===== config.mk =====
export PLATFORM = sky130hd
export DESIGN_NAME = uart_rx2tx_bridge
export DESIGN_NICKNAME = d
export VERILOG_FILES = /design/src/rtl/uart_rx2tx_bridge.sv
export SDC_FILE = /design/constraint.sdc
export NUM_CORES = 1
export LEC_CHECK = 0
export ABC_AREA = 1
export CAP_MARGIN = 40
export CORE_AREA = 5 5 123 125
export CTS_CLUSTER_DIAMETER = 40
export DETAILED_ROUTE_END_ITERATION = 16
export DIE_AREA = 0 0 128 130
export PLACE_DENSITY = 0.67
export SETUP_SLACK_MARGIN = 0.5
export SLEW_MARGIN = 30
export SYNTH_ARGS = -nofsm -noshare
export SYNTH_HDL_FRONTEND = slang
export SYNTH_SLANG_ARGS = --single-unit

===== constraint.sdc =====
create_clock -name clk -period 2.9 [get_ports clk]
set_input_delay 0.58 -clock clk [delete_from_list [all_inputs] [get_ports clk]]
set_output_delay 0.58 -clock clk [all_outputs]
set_load 0.005 [all_outputs]

===== src/rtl/uart_rx2tx_bridge.sv =====
// uart_rx2tx_bridge: buffers words captured on the falling edge of rx_done and
// replays them to the UART transmitter as tx_start pulses aligned to txclk.
// Optional feature macro: RX2TX_OVERFLOW_FLAG_EN (sticky overflow flag).
// Without the macro, overflow is tied low; dropping behaviour is unchanged.
module uart_rx2tx_bridge #(
  parameter int DATA_W      = 8,
  parameter int DEPTH       = 16,
  parameter int SYNC_STAGES = 2
) (
  input  logic                       clk,
  input  logic                       reset,
  input  logic                       rx_done,
  input  logic [DATA_W-1:0]          rx_data,
  input  logic                       txclk,
  input  logic                       tx_busy,
  output logic                       tx_start,
  output logic [DATA_W-1:0]          tx_data,
  output logic [$clog2(DEPTH+1)-1:0] fifo_count,
  output logic                       overflow
);

  localparam int PTR_W = $clog2(DEPTH);
  localparam int CNT_W = $clog2(DEPTH+1);

  typedef enum logic [1:0] {
    IDLE  = 2'd0,
    ARM   = 2'd1,
    START = 2'd2
  } state_t;

  logic [SYNC_STAGES-1:0] rx_sync_r;
  logic [SYNC_STAGES-1:0] tx_sync_r;
  logic                   rx_hist_r;
  logic                   tx_hist_r;
  logic                   neg_rx_s;
  logic                   neg_tx_s;
  logic                   pos_tx_s;

  state_t                 state_r;
  logic [PTR_W-1:0]       wr_ptr_r;
  logic [PTR_W-1:0]       rd_ptr_r;
  logic [DATA_W-1:0]      mem_r [DEPTH];
  logic                   full_s;
  logic                   pop_s;
  logic                   push_s;

  // Synchronise rx_done and txclk into clk and keep one history flop for edge detection.
  always_ff @(posedge clk or posedge reset) begin
    if (reset) begin
      rx_sync_r <= {SYNC_STAGES{1'b0}};
      tx_sync_r <= {SYNC_STAGES{1'b0}};
      rx_hist_r <= 1'b0;
      tx_hist_r <= 1'b0;
    end else begin
      rx_sync_r <= {rx_sync_r[SYNC_STAGES-2:0], rx_done};
      tx_sync_r <= {tx_sync_r[SYNC_STAGES-2:0], txclk};
      rx_hist_r <= rx_sync_r[SYNC_STAGES-1];
      tx_hist_r <= tx_sync_r[SYNC_STAGES-1];
    end
  end

  assign neg_rx_s = rx_hist_r & ~rx_sync_r[SYNC_STAGES-1];
  assign neg_tx_s = tx_hist_r & ~tx_sync_r[SYNC_STAGES-1];
  assign pos_tx_s = ~tx_hist_r & tx_sync_r[SYNC_STAGES-1];

  // A word leaves the FIFO only when the start pulse ends; a push into a full
  // FIFO is still accepted when that same cycle frees an entry.
  assign full_s = (fifo_count == CNT_W'(DEPTH));
  assign pop_s  = (state_r == START) && pos_tx_s;
  assign push_s = neg_rx_s && (!full_s || pop_s);

  // Start-pulse sequencer: wait for data and an idle transmitter, then frame tx_start on txclk edges.
  always_ff @(posedge clk or posedge reset) begin
    if (reset) begin
      state_r  <= IDLE;
      tx_start <= 1'b0;
    end else begin
      case (state_r)
        IDLE: begin
          if ((fifo_count != CNT_W'(0)) && !tx_busy) begin
            state_r <= ARM;
          end else begin
            state_r <= IDLE;
          end
          tx_start <= 1'b0;
        end
        ARM: begin
          // a txclk rising edge seen here is deliberately ignored
          if (neg_tx_s) begin
            state_r  <= START;
            tx_start <= 1'b1;
          end else begin
            state_r  <= ARM;
            tx_start <= 1'b0;
          end
        end
        START: begin
          if (pos_tx_s) begin
            state_r  <= IDLE;
            tx_start <= 1'b0;
          end else begin
            state_r  <= START;
            tx_start <= 1'b1;
          end
        end
        default: begin
          state_r  <= IDLE;
          tx_start <= 1'b0;
        end
      endcase
    end
  end

  // FIFO pointers and occupancy; pointers wrap naturally since DEPTH is a power of two.
  always_ff @(posedge clk or posedge reset) begin
    if (reset) begin
      wr_ptr_r   <= PTR_W'(0);
      rd_ptr_r   <= PTR_W'(0);
      fifo_count <= CNT_W'(0);
    end else begin
      if (push_s) begin
        wr_ptr_r <= wr_ptr_r + PTR_W'(1);
      end else begin
        wr_ptr_r <= wr_ptr_r;
      end
      if (pop_s) begin
        rd_ptr_r <= rd_ptr_r + PTR_W'(1);
      end else begin
        rd_ptr_r <= rd_ptr_r;
      end
      case ({push_s, pop_s})
        2'b10:   fifo_count <= fifo_count + CNT_W'(1);
        2'b01:   fifo_count <= fifo_count - CNT_W'(1);
        default: fifo_count <= fifo_count;
      endcase
    end
  end

  // FIFO storage; contents are don't-care after reset so no reset is applied.
  always_ff @(posedge clk) begin
    if (push_s) begin
      mem_r[wr_ptr_r] <= rx_data;
    end
  end

  // Head of the FIFO, forced to zero while empty so stale storage never leaks out.
  assign tx_data = (fifo_count != CNT_W'(0)) ? mem_r[rd_ptr_r] : {DATA_W{1'b0}};

`ifdef RX2TX_OVERFLOW_FLAG_EN
  logic drop_s;
  logic overflow_r;

  assign drop_s = neg_rx_s && full_s && !pop_s;

  // Sticky flag set by the first dropped word, cleared only by reset.
  always_ff @(posedge clk or posedge reset) begin
    if (reset) begin
      overflow_r <= 1'b0;
    end else if (drop_s) begin
      overflow_r <= 1'b1;
    end else begin
      overflow_r <= overflow_r;
    end
  end

  assign overflow = overflow_r;
`else
  assign overflow = 1'b0;
`endif

endmodule


==> metrics.md, run 1 <==
| Metric | Value |
|---|---|
| Vias/cell | `5.29` |
| Non-Filler Instances | `932` |
| Reg power frac | `0.336` |
| CTS tree | `yes` |
| Proportion of power drawn by combinational gates | `0.380` |
| Net Sw Power | `2.69 mW` |
| Critical path class | `flop to output pin` |
| CTS Buffer Depth | `2` |
| Maximum VDD drop | `448 uV` |
| Crit-path cells | `buf_6, buf_12, buf_16, nand2_4, nand2_2, a21oi_2, o21ai_1, nor2_1, nor2_2, buf_2` |
| Avg Inst Size Synth | `10.2 um^2` |
| Status | `completed` |
| Port Buf Inserts | `26` |
| Vias | `4927` |
| Cell accounting for the most synthesized area | `edfxtp_1` |
| Critical path data arrival time | `1.97 ns` |
| Most used flip-flop cell after synthesis | `edfxtp_1` |
| Initial DRC Count | `~540` |
| FF-to-FF path depth | `11` |
| Clock Skews | `0.00725 ns` |
| Worst r2r src | `state_r[0]$_DFF_PP0_` |
| Placed cells | `874` |
| Register area | `approximately 4400 um^2` |
| Detail Placement HPWL | `a little under 10000 um` |
| Fillcell total | `1074` |
| CTS buffer count | `17` |
| Clock Power Share | `0.284` |
| Mapped Cells | `668` |
| Root buffer cell | `clkbuf_16` |
| DR pass1 iterations | `5` |
| Internal power | `5.27 mW` |
| Nets@finish | `765` |
| Hold path depth | `0` |
| Crit path time final | `2.55 ns` |
| RR Endpoint | `fifo_count[4]$_DFFE_PP0P_` |
| Final global-route overflow total | `0` |
| Share of cells above drive strength 1 | `0.202` |
| Final period utilization | `0.880` |
| Worst hold path type | `flop to flop` |
| Synth cell types | `29` |
| Setup TNS | `0 ns` |
| Post-route cell area | `8520 um^2` |
| Max H-tree Level | `4` |
| CP max-delay cell | `dfrtp_2` |
| Pins Over Slew Limit | `0` |
| CTS sink count | `150` |
| Hold WS | `0.350 ns` |
| Row count | `43` |
| # setup viols final | `0` |
| Critical Path RT | `2.32 ns` |
| Routability Congestion | `1.00` |
| Max Cap Viol | `0` |
| Max FO, Critical Path | `7` |
| Peak Freq | `0.392 GHz` |
| Initial antenna violation count | `0` |
| Crit path buf inv count | `4` |
| Die height | `130 um` |
| R2R Setup Slk | `0.77 ns` |
| Initial Utilization | `0.492` |
| Seq/Total Area, Yosys | `0.648` |
| Area of the multi-input gates | `2000 um^2` |
| ANT cells | `0` |
| Slew @ Worst Pin | `between 0.8 and 0.9 ns` |
| Number of I/O pins | `28` |
| Number of synthesized register bits | `150` |
| Largest net degree at the start of global routing | `22` |
| Die Wd | `between 100 and 150 um` |
| CORE AREA | `13800 um^2` |
| CP max stage delay | `0.47 ns` |
| Pwr per Cell Area | `935 nW/um^2` |
| Final hold vios | `0` |
| Critical Path Sink Type | `output pin` |
| DIE AREA | `16600 um^2` |
| RSZ-0062 raised after global routing | `yes` |
| Hold_sp | `tx_sync_r[0]$_DFF_PP0_` |
| Hold Path Sink | `tx_sync_r[1]$_DFF_PP0_` |
| CTS Hold Bufs | `0` |
| Number of synthesized flops with an enable pin | `128` |
| Vias in the first global route | `4951` |
| Share of flip-flops with an asynchronous set or reset | `0.147` |
| Synth-to-Final Area Change | `25.6%` |
| DRC Markers | `0` |
| Most frequent cells in the layout | `169 x nand2_1, 128 x edfxtp_1, 108 x inv_1` |
| Syn Nets | `694` |
| Net Sw Frac | `0.338` |
| Area after DPL | `7270 um^2` |
| Most common cell after layout, fill and taps aside | `nand2_1` |
| Top cell type's share of synthesized area | `0.567` |
| Slew HR | `0.424` |
| Post-route ant nets | `0` |
| Crit path max-delay family | `buffers and inverters` |
| Leak | `3.73 nW` |
| Drt wl/cell | `18.2 um` |
| Total Routing Usage GR | `0.215` |
| Ys Warns | `0` |
| First-pass GRT wire length | `approximately 27000 um` |
| Synth top area cells | `edfxtp_1 57%, nand2_1 11%, dfrtp_1 8.1%, inv_1 6.0%, nand3_1 4.7%` |
| Clock transition at path regs | `0.06 ns` |
| Startpoint Class | `flop` |
| Netlist Area Pre-Place | `6780 um^2` |
| Final wirelength | `17000 um` |
| Worst skew pair latency | `0.42 ns` |
## power groups by stage
stage	clock, mW	sequential (mW)	combinational (mW)
2_1_floorplan	0	2.64	1.49
3_3_place_gp	0	2.67	2.11
3_5_place_dp	0	2.68	2.17
4_1_cts	2.28	2.66	2.91
5_1_grt	2.40	2.69	3.28
6_report	2.26	2.68	3.03
## worst reg2reg max path, cell delays in order (launching register included)
cell and delay (ns):
dfrtp_1 0.40, inv_1 0.09, ha_1 0.27, nand3_4 0.19, nor2_4 0.19, ha_1 0.29, nand2_1 0.09, nand2_1 0.06
a21oi_1 0.20, nand2_1 0.09, nand3_1 0.09, nand2_1 0.06
## metal layers
metal | part of all wire | GRT usage | wire length, um
met5 | 0 | 0 | 0
met2 | 0.49 | 0.349 | 8300
met4 | 0.035 | 0.104 | 603
met3 | 0.081 | 0.0495 | 1380
met1 | 0.39 | 0.274 | 6710
## Yosys cell counts, types with 6 or more instances
cell and n:
a21oi_1 19, buf_2 10, buf_4 6, buf_6 8, dfrtp_1 22, edfxtp_1 128
ha_1 12, inv_1 108, nand2_1 199, nand3_1 63, nor2_1 49, o211ai_1 8
o21ai_0 6, o21ai_1 7, xor2_1 6
## cells by family (layout without fill, tap and decap cells)
kind of cell / count (synthesis) / in the layout / share of synthesized area
flip-flops: 150 / 150 / 0.648
other: 1 / 1 / 0.000553
buffers and inverters: 137 / 220 / 0.0902
AO/OA/AOI/OAI: 40 / 40 / 0.0325
XOR/XNOR: 7 / 7 / 0.00904
AND/OR/NAND/NOR: 320 / 321 / 0.195
adder cells (fa/ha/maj): 13 / 13 / 0.0251
## stage by stage
| stage | worst slack (ns) | power [mW] | utilization |
|---|---|---|---|
| floorplan | 0.928 | 4.13 | - |
| global placement | 0.370 | 4.78 | 0.527 |
| detailed placement | 0.353 | 4.84 | 0.528 |
| CTS | 0.406 | 7.85 | 0.615 |
| global route | 0.258 | 8.37 | 0.618 |
| finish | 0.349 | 7.97 | 0.618 |
## flip-flops by register name (all words and copies together), names as in the netlist, 2 cells and up
name        cells
rx_sync_r       2
rd_ptr_r        4
tx_sync_r       2
wr_ptr_r        4
mem_r         128
state_r         2
fifo_count      5
## worst max-delay path by stage
stage	start	to	slack, ns	cells past startpoint
final	rd_ptr_r[0]$_DFFE_PP0P_	tx_data[0]	0.35	10
after global routing	rd_ptr_r[0]$_DFFE_PP0P_	tx_data[6]	0.26	11
after CTS	rd_ptr_r[0]$_DFFE_PP0P_	tx_data[4]	0.41	10
after detailed placement	rd_ptr_r[0]$_DFFE_PP0P_	tx_data[0]	0.35	9
after global placement	rd_ptr_r[0]$_DFFE_PP0P_	tx_data[7]	0.37	9
after floorplan	state_r[0]$_DFF_PP0_	fifo_count[4]$_DFFE_PP0P_	0.93	11
## repair_timing
action | 4_1_cts | 5_1_grt
setup endpoints to repair | 9 | 125
pin swaps | 44 | 14
gates resized for setup | 112 | 15
setup buffers | 18 | 0
gates cloned | 8 | 0
## cell type report
class	instances	area share
clock inverters	7	0.0103
well taps	180	0.0264
repair buffers	74	0.0973
inverters	112	0.0508
flip-flops and latches	150	0.516
repair inverters	2	0.00206
multi-input cells	382	0.235
clock buffers	25	0.0620
No activity file was read; power rests on OpenSTA's default activity.
==> run 2, diff against run 1 <==
- CTS_BUF_LIST: default -> sky130_fd_sc_hd__clkbuf_4 sky130_fd_sc_hd__clkbuf_8 sky130_fd_sc_hd__clkbuf_16
- clock period: 2.9 -> 2.8 ns (I/O delays scaled with it)
==> run 2 against run 1 <==
Register-to-register slack worse by 0.11 ns. Sequential cell count stayed put. Worst setup slack worse by 0.088 ns. Clock skew rose by 0.0051 ns. Utilization shrank 0.87 points. Power hardly changed. Largest cell class unchanged.
==> metrics.md, run 2 (synthesis results as in run 1) <==
| Metric | Value |
|---|---|
| Initial Utilization | `0.492 (unchanged)` |
| Critical Path RT | `2.24 ns (-0.08 ns)` |
| CP max stage delay | `0.48 ns (about the same)` |
| Stages on the worst setup path | `10 (unchanged)` |
| DIE AREA | `16600 um^2 (unchanged)` |
| Die height | `130 um (unchanged)` |
| Final global-route overflow total | `0 (unchanged)` |
| RR Endpoint | `fifo_count[4]$_DFFE_PP0P_` |
| Critical path class | `flop to output pin` |
| Most common cell after layout, fill and taps aside | `nand2_1` |
| Pins Over Slew Limit | `0 (unchanged)` |
| Max reg flops | `128 (unchanged)` |
| Maximum VDD drop | `494 uV (+10%)` |
| Max H-tree Level | `4 (unchanged)` |
| CP dominant cell by count | `nor2_1` |
| Port Buf Inserts | `26 (unchanged)` |
| Critical Path Sink Type | `output pin` |
| RSZ-0062 raised after global routing | `yes` |
| Slew @ Worst Pin | `0.830 ns (-0.0314 ns)` |
| Slew HR | `0.445 (+0.0210)` |
| Number of I/O pins | `28 (unchanged)` |
| Fillcell total | `1130 (+5.2%)` |
| Total Routing Usage GR | `0.203 (-0.0123)` |
| Critical path data arrival time | `1.98 ns (about the same)` |
| Startpoint Class | `flop` |
| Most frequent cells in the layout | `187 x nand2_1, 128 x edfxtp_1, 108 x inv_1` |
| Max FO, Critical Path | `8 (+1)` |
| Hold WS | `0.348 ns (-0.00211 ns)` |
| Max Cap Viol | `0 (unchanged)` |
| Share of cells above drive strength 1 | `0.181 (-0.0208)` |
| Post-route ant nets | `0 (unchanged)` |
| Crit path time final | `roughly 2.5 ns` |
| Peak Freq | `0.394 GHz` |
| CTS tree | `yes` |
| Crit. Startpoint | `rd_ptr_r[0]$_DFFE_PP0P_` |
| Worst skew pair latency | `0.42 ns (about the same)` |
| Final hold vios | `0 (unchanged)` |
| First-pass GRT wire length | `25400 um (-4.3%)` |
| Final period utilization | `0.907` |
| Largest net degree at the start of global routing | `28 (+27%)` |
| Biggest registers after layout | `mem_r x128, fifo_count x5` |
| Vias/cell | `5.15 (-2.5%)` |
| Pwr per Cell Area | `949 nW/um^2 (+1.5%)` |
| Nets@finish | `763 (-0.26%)` |
| DR pass1 iterations | `5 (unchanged)` |
| Status | `completed` |
| Worst hold path type | `flop to flop` |
| Final wirelength | `16000 um (-5.6%)` |
| Crit path buf inv count | `4 (unchanged)` |
| Initial antenna violation count | `0 (unchanged)` |
| CTS buffer count | `17 (unchanged)` |
| Die Wd | `128 um (unchanged)` |
| Vias | `4792 (-2.7%)` |
| Detail Placement HPWL | `9690 um (-2.1%)` |
| Initial DRC Count | `410 (-24%)` |
| Vias in the first global route | `4761 (-3.8%)` |
| Setup TNS | `0 ns (unchanged)` |
| Routability Congestion | `0.856 (-14%)` |
| Biggest register | `mem_r` |
| Crit path max-delay family | `buffers and inverters` |
| Root buffer cell | `clkbuf_16` |
| # setup viols final | `0 (unchanged)` |
| ANT cells | `0 (unchanged)` |
| Area of the multi-input gates | `1930 um^2 (-3.6%)` |
| Hold Path Sink | `tx_sync_r[1]$_DFF_PP0_` |
| FF-to-FF path depth | `11 (unchanged)` |
| Leak | `3.67 nW (-1.6%)` |
| Worst r2r src | `state_r[0]$_DFF_PP0_` |
| CORE AREA | `13800 um^2 (unchanged)` |
| Synth-to-Final Area Change | `23.8%` |
| Crit-path cells | `buf_12, nor2_4, buf_12, clkbuf_16, nand2_1, o211ai_1, nor2_1, nor2_1, nor2_1, buf_2` |
| DRC Markers | `0 (unchanged)` |
| CTS sink count | `150 (unchanged)` |
| CP max-delay cell | `dfrtp_2` |
| Register area | `4400 um^2 (unchanged)` |
| CTS Buffer Depth | `2 (unchanged)` |
| Drt wl/cell | `17.3 um (-5.4%)` |
| Hold path depth | `0 (unchanged)` |
| Clock Skews | `0.0123 ns (+0.00506 ns)` |
| Clock transition at path regs | `0.06 ns (about the same)` |
| Row count | `43 (unchanged)` |
| R2R Setup Slk | `0.66 ns (-0.11 ns)` |
| Hold_sp | `tx_sync_r[0]$_DFF_PP0_` |
[run 2: changes by cell type in the layout (fill, tap and decap cells not counted), sizes merged]
| cell | previous run | this run |
|---|---|---|
| nor2 | 51 | 50 |
| clkbuf | 25 | 20 |
| inv | 116 | 113 |
| clkinv | 3 | 7 |
| clkinvlp | 0 | 3 |
[run 2: worst max-delay path by stage]
stage / slack, ns / to
floorplan: 0.83 / fifo_count[4]$_DFFE_PP0P_
global placement: 0.19 / tx_data[7]
detailed placement: 0.20 / tx_data[0]
CTS: 0.33 / tx_data[7]
global route: 0.20 / tx_data[6]
finish: 0.26 / tx_data[6]
[run 2: final cells by class]
cell class	count	area share
well taps	180	0.0268
clock buffers	19	0.0525
multi-input cells	381	0.230
inverters	112	0.0519
flip-flops and latches	150	0.524
repair buffers	75	0.0997
clock inverters	13	0.0158
[run 2: routing by layer]
metal,vias up,global-route usage,share of wire
li1,2286,-,-
met1,2283,0.267,0.42
met2,178,0.327,0.48
met3,45,0.0491,0.066
met4,0,0.0787,0.033
met5,-,0,0
[run 2: worst reg2reg max path: stages, from the launching register on]
cell,delay (ns)
dfrtp_1,0.40
inv_1,0.09
ha_2,0.24
nand3_4,0.18
nor2_4,0.22
ha_1,0.29
nand2_1,0.11
nand2_1,0.07
a21oi_2,0.19
nand2_1,0.09
nand3_1,0.09
nand2_1,0.06
[run 2: stage by stage]
step                std cells  setup WS [ns]   util  total power, mW  instance area (um^2)
CTS                       924          0.329  0.599             7.77                  8260
global route              930          0.198  0.610             8.40                  8400
finish                    930          0.262  0.610             7.97                  8400
floorplan                 668          0.828      -             4.27                  6780
global placement          872          0.192  0.526             4.93                  7250
detailed placement        873          0.199  0.527             4.98                  7260
[run 2: repair_timing]
action,in CTS,in global routing
endpoints found under the setup margin,10,137
gates resized for setup,86,17
hold buffers,0,0
cloned,3,1
pin swaps,24,18
setup buffers,16,5
[run 2: power by group]
| part | total, mW | switching, mW | internal, mW |
|---|---|---|---|
| clock | 2.20 | 0.876 | 1.32 |
| sequential | 2.77 | 0.163 | 2.60 |
| combinational | 3.01 | 1.65 | 1.36 |
| total | 7.97 | 2.69 | 5.28 |
==> run 3, diff against run 2 <==
- clock period: 2.8 -> 2.95 ns (I/O delays scaled with it)
==> run 3 against run 2 <==
Clock power grew 7%. Combinational power is 16% lower. Highest routed layer unchanged. Final area decreased by 1.6%. Clock skew down 0.0047 ns. First-iteration DRC count up 5.9%. Cell count decreased by 0.75%. Power decreased by 6.0%. Non-clock buffer count is 8 lower. Sequential power fell by 6%.
==> metrics.md, run 3 (synthesis results as in run 1) <==
| Metric | Value |
|---|---|
| Root buffer cell | `clkbuf_16` |
| Number of I/O pins | `28 (unchanged)` |
| Post-route ant nets | `0 (unchanged)` |
| Clock Skews | `0.00762 ns (-0.00469 ns)` |
| CP max stage delay | `0.46 ns (-0.02 ns)` |
| Slew @ Worst Pin | `0.670 ns (-0.159 ns)` |
| Biggest register | `mem_r` |
| ANT cells | `0 (unchanged)` |
| Crit-path cells | `buf_12, nor2_4, clkbuf_16, nand2_4, nand3_2, o21ai_1, nor2_1, nor2_1, buf_2` |
| Status | `completed` |
| Worst hold path type | `flop to flop` |
| Net Sw Frac | `0.323 (-0.0144)` |
| Net Sw Power | `2.42 mW (-10%)` |
| Detail Placement HPWL | `9620 um (-0.69%)` |
| Biggest registers after layout | `mem_r x128, fifo_count x5` |
| Die Wd | `128 um (unchanged)` |
| CP dominant cell by count | `nor2_1` |
| Final period utilization | `0.841` |
| Post-layout util | `0.600 (-0.00981)` |
| Synth-to-Final Area Change | `21.8%` |
| Max Cap Viol | `0 (unchanged)` |
| Non-Filler Instances | `923 (-0.75%)` |
| Max H-tree Level | `4 (unchanged)` |
| Max FO, Critical Path | `7 (-1)` |
| Maximum VDD drop | `451 uV (-8.7%)` |
| Pins Over Slew Limit | `0 (unchanged)` |
| Critical Path Sink Type | `output pin` |
| Reg power frac | `0.349 (+0.002)` |
| Final hold vios | `0 (unchanged)` |
| DR pass1 iterations | `5 (unchanged)` |
| M1 WL | `6450 um (-4.2%)` |
| Peak Freq | `a little over 0.4 GHz` |
| R2R Setup Slk | `0.73 ns (+0.07 ns)` |
| Proportion of power drawn by combinational gates | `0.337 (-0.040)` |
| Wire length on met2 | `8150 um (+5.4%)` |
| Share of cells above drive strength 1 | `0.157 (-0.0239)` |
| Crit path time final | `roughly 2.5 ns` |
| Leak | `3.66 nW (-0.20%)` |
| CTS Buffer Depth | `2 (unchanged)` |
| # setup viols final | `0 (unchanged)` |
| Initial antenna violation count | `0 (unchanged)` |
| Critical Path RT | `2.36 ns (+0.12 ns)` |
| Startpoint Class | `flop` |
| Pwr per Cell Area | `907 nW/um^2 (-4.5%)` |
| Row count | `43 (unchanged)` |
| Max reg flops | `128 (unchanged)` |
| DIE AREA | `16600 um^2 (unchanged)` |
| CORE AREA | `13800 um^2 (unchanged)` |
| CTS buffer count | `17 (unchanged)` |
| Initial Utilization | `0.492 (unchanged)` |
| Nets@finish | `756 (-0.92%)` |
| Clock Power Share | `0.315 (+0.039)` |
| Clock transition at path regs | `0.06 ns (about the same)` |
| Vias in the first global route | `4692 (-1.4%)` |
| Final global-route overflow total | `0 (unchanged)` |
| CP max-delay cell | `dfrtp_2` |
| Slew HR | `0.552 (+0.106)` |
| CTS sink count | `150 (unchanged)` |
| Initial DRC Count | `434 (+5.9%)` |
| CTS Hold Bufs | `0 (unchanged)` |
| Worst skew pair latency | `0.42 ns (about the same)` |
| Most frequent cells in the layout | `190 x nand2_1, 128 x edfxtp_1, 108 x inv_1` |
| Most common cell after layout, fill and taps aside | `nand2_1` |
| Vias | `4751 (-0.86%)` |
| Drt wl/cell | `17.0 um (-1.4%)` |
| Routed wl met3 | `815 um (-23%)` |
| Fillcell total | `1135 (+0.44%)` |
| Vias/cell | `5.15 (-0.10%)` |
| Die height | `130 um (unchanged)` |
| Critical path data arrival time | `1.89 ns (-0.09 ns)` |
| RSZ-0062 raised after global routing | `yes` |
| First-pass GRT wire length | `24800 um (-2.3%)` |
| DRC Markers | `0 (unchanged)` |
| Setup TNS | `0 ns (unchanged)` |
| CTS tree | `yes` |
| Port Buf Inserts | `26 (unchanged)` |
| Placed cells | `873 (unchanged)` |
| Internal power | `5.07 mW (-4.0%)` |
| Crit path buf inv count | `3 (-1)` |
| Final wirelength | `15700 um (-2.1%)` |
| Largest net degree at the start of global routing | `27 (-3.6%)` |
| Critical path class | `flop to output pin` |
| Max Used Layer | `met4` |
| Routability Congestion | `0.872 (+1.8%)` |
| Crit path max-delay family | `buffers and inverters` |
| Hold WS | `0.348 ns (+0.000214 ns)` |
| Total Routing Usage GR | `0.199 (-0.00346)` |
-- run 3: cell types whose count changed in the layout (fill, tap and decap cells not counted), sizes merged --
cell and change:
buf -10, bufbuf +1, bufinv +3, clkbuf +4, clkinv -1, clkinvlp -3
inv -1
-- run 3: metrics by stage --
step / power [mW] / area, um^2 / worst slack (ns)
after global placement: 4.67 / 7250 / 0.306
after detailed placement: 4.73 / 7260 / 0.300
final: 7.49 / 8260 / 0.468
after global routing: 7.91 / 8260 / 0.350
after CTS: 7.36 / 8140 / 0.383
after floorplan: 4.06 / 6780 / 0.978
-- run 3: what timing repair did --
item	CTS	global route
pin swaps	3	25
cloned	2	1
gates resized for setup	35	48
setup buffers	12	2
endpoints found under the setup margin	8	10
-- run 3: worst register-to-register path: stages (launching register included) --
cell and delay, ns:
dfrtp_1 0.40, inv_1 0.09, ha_1 0.23, nand3_2 0.26
nor2_4 0.24, ha_1 0.30, nand2_1 0.11, nand2_1 0.06
a21oi_1 0.21, nand2_1 0.08, nand3_1 0.08, nand2_1 0.05
-- run 3: layout make-up --
type / count / area [um^2] / area share
flip-flops and latches: 150 / 4400 / 0.532
multi-input cells: 381 / 1890 / 0.229
repair buffers: 67 / 652 / 0.0789
clock buffers: 22 / 469 / 0.0568
inverters: 112 / 435 / 0.0527
well taps: 180 / 225 / 0.0273
clock inverters: 10 / 178 / 0.0215
repair inverters: 1 / 16.3 / 0.00197
-- run 3: final timing paths --
check | to | cells after the start | from
min in group asynchronous | fifo_count[0]$_DFFE_PP0P_ | 2 | reset
worst min register to register | rx_sync_r[1]$_DFF_PP0_ | 0 | rx_sync_r[0]$_DFF_PP0_
worst max-delay path | tx_data[5] | 9 | rd_ptr_r[0]$_DFFE_PP0P_
worst min-delay path | rx_sync_r[1]$_DFF_PP0_ | 0 | rx_sync_r[0]$_DFF_PP0_
max in group asynchronous | rd_ptr_r[3]$_DFFE_PP0P_ | 3 | reset
worst max register to register | fifo_count[4]$_DFFE_PP0P_ | 11 | state_r[0]$_DFF_PP0_
-- run 3: routing by layer --
metal | GRT usage | vias up
met5 | 0 | -
met1 | 0.249 | 2286
met3 | 0.0422 | 27
li1 | - | 2280
met4 | 0.0774 | 0
met2 | 0.342 | 158
-- run 3: power groups by stage --
stage	Clock [mW]	Combinational [mW]	Sequential [mW]
6_report	2.36	2.52	2.61
5_1_grt	2.50	2.78	2.63
4_1_cts	2.38	2.37	2.61
3_5_place_dp	0	2.09	2.64
3_3_place_gp	0	2.04	2.63
2_1_floorplan	0	1.46	2.59
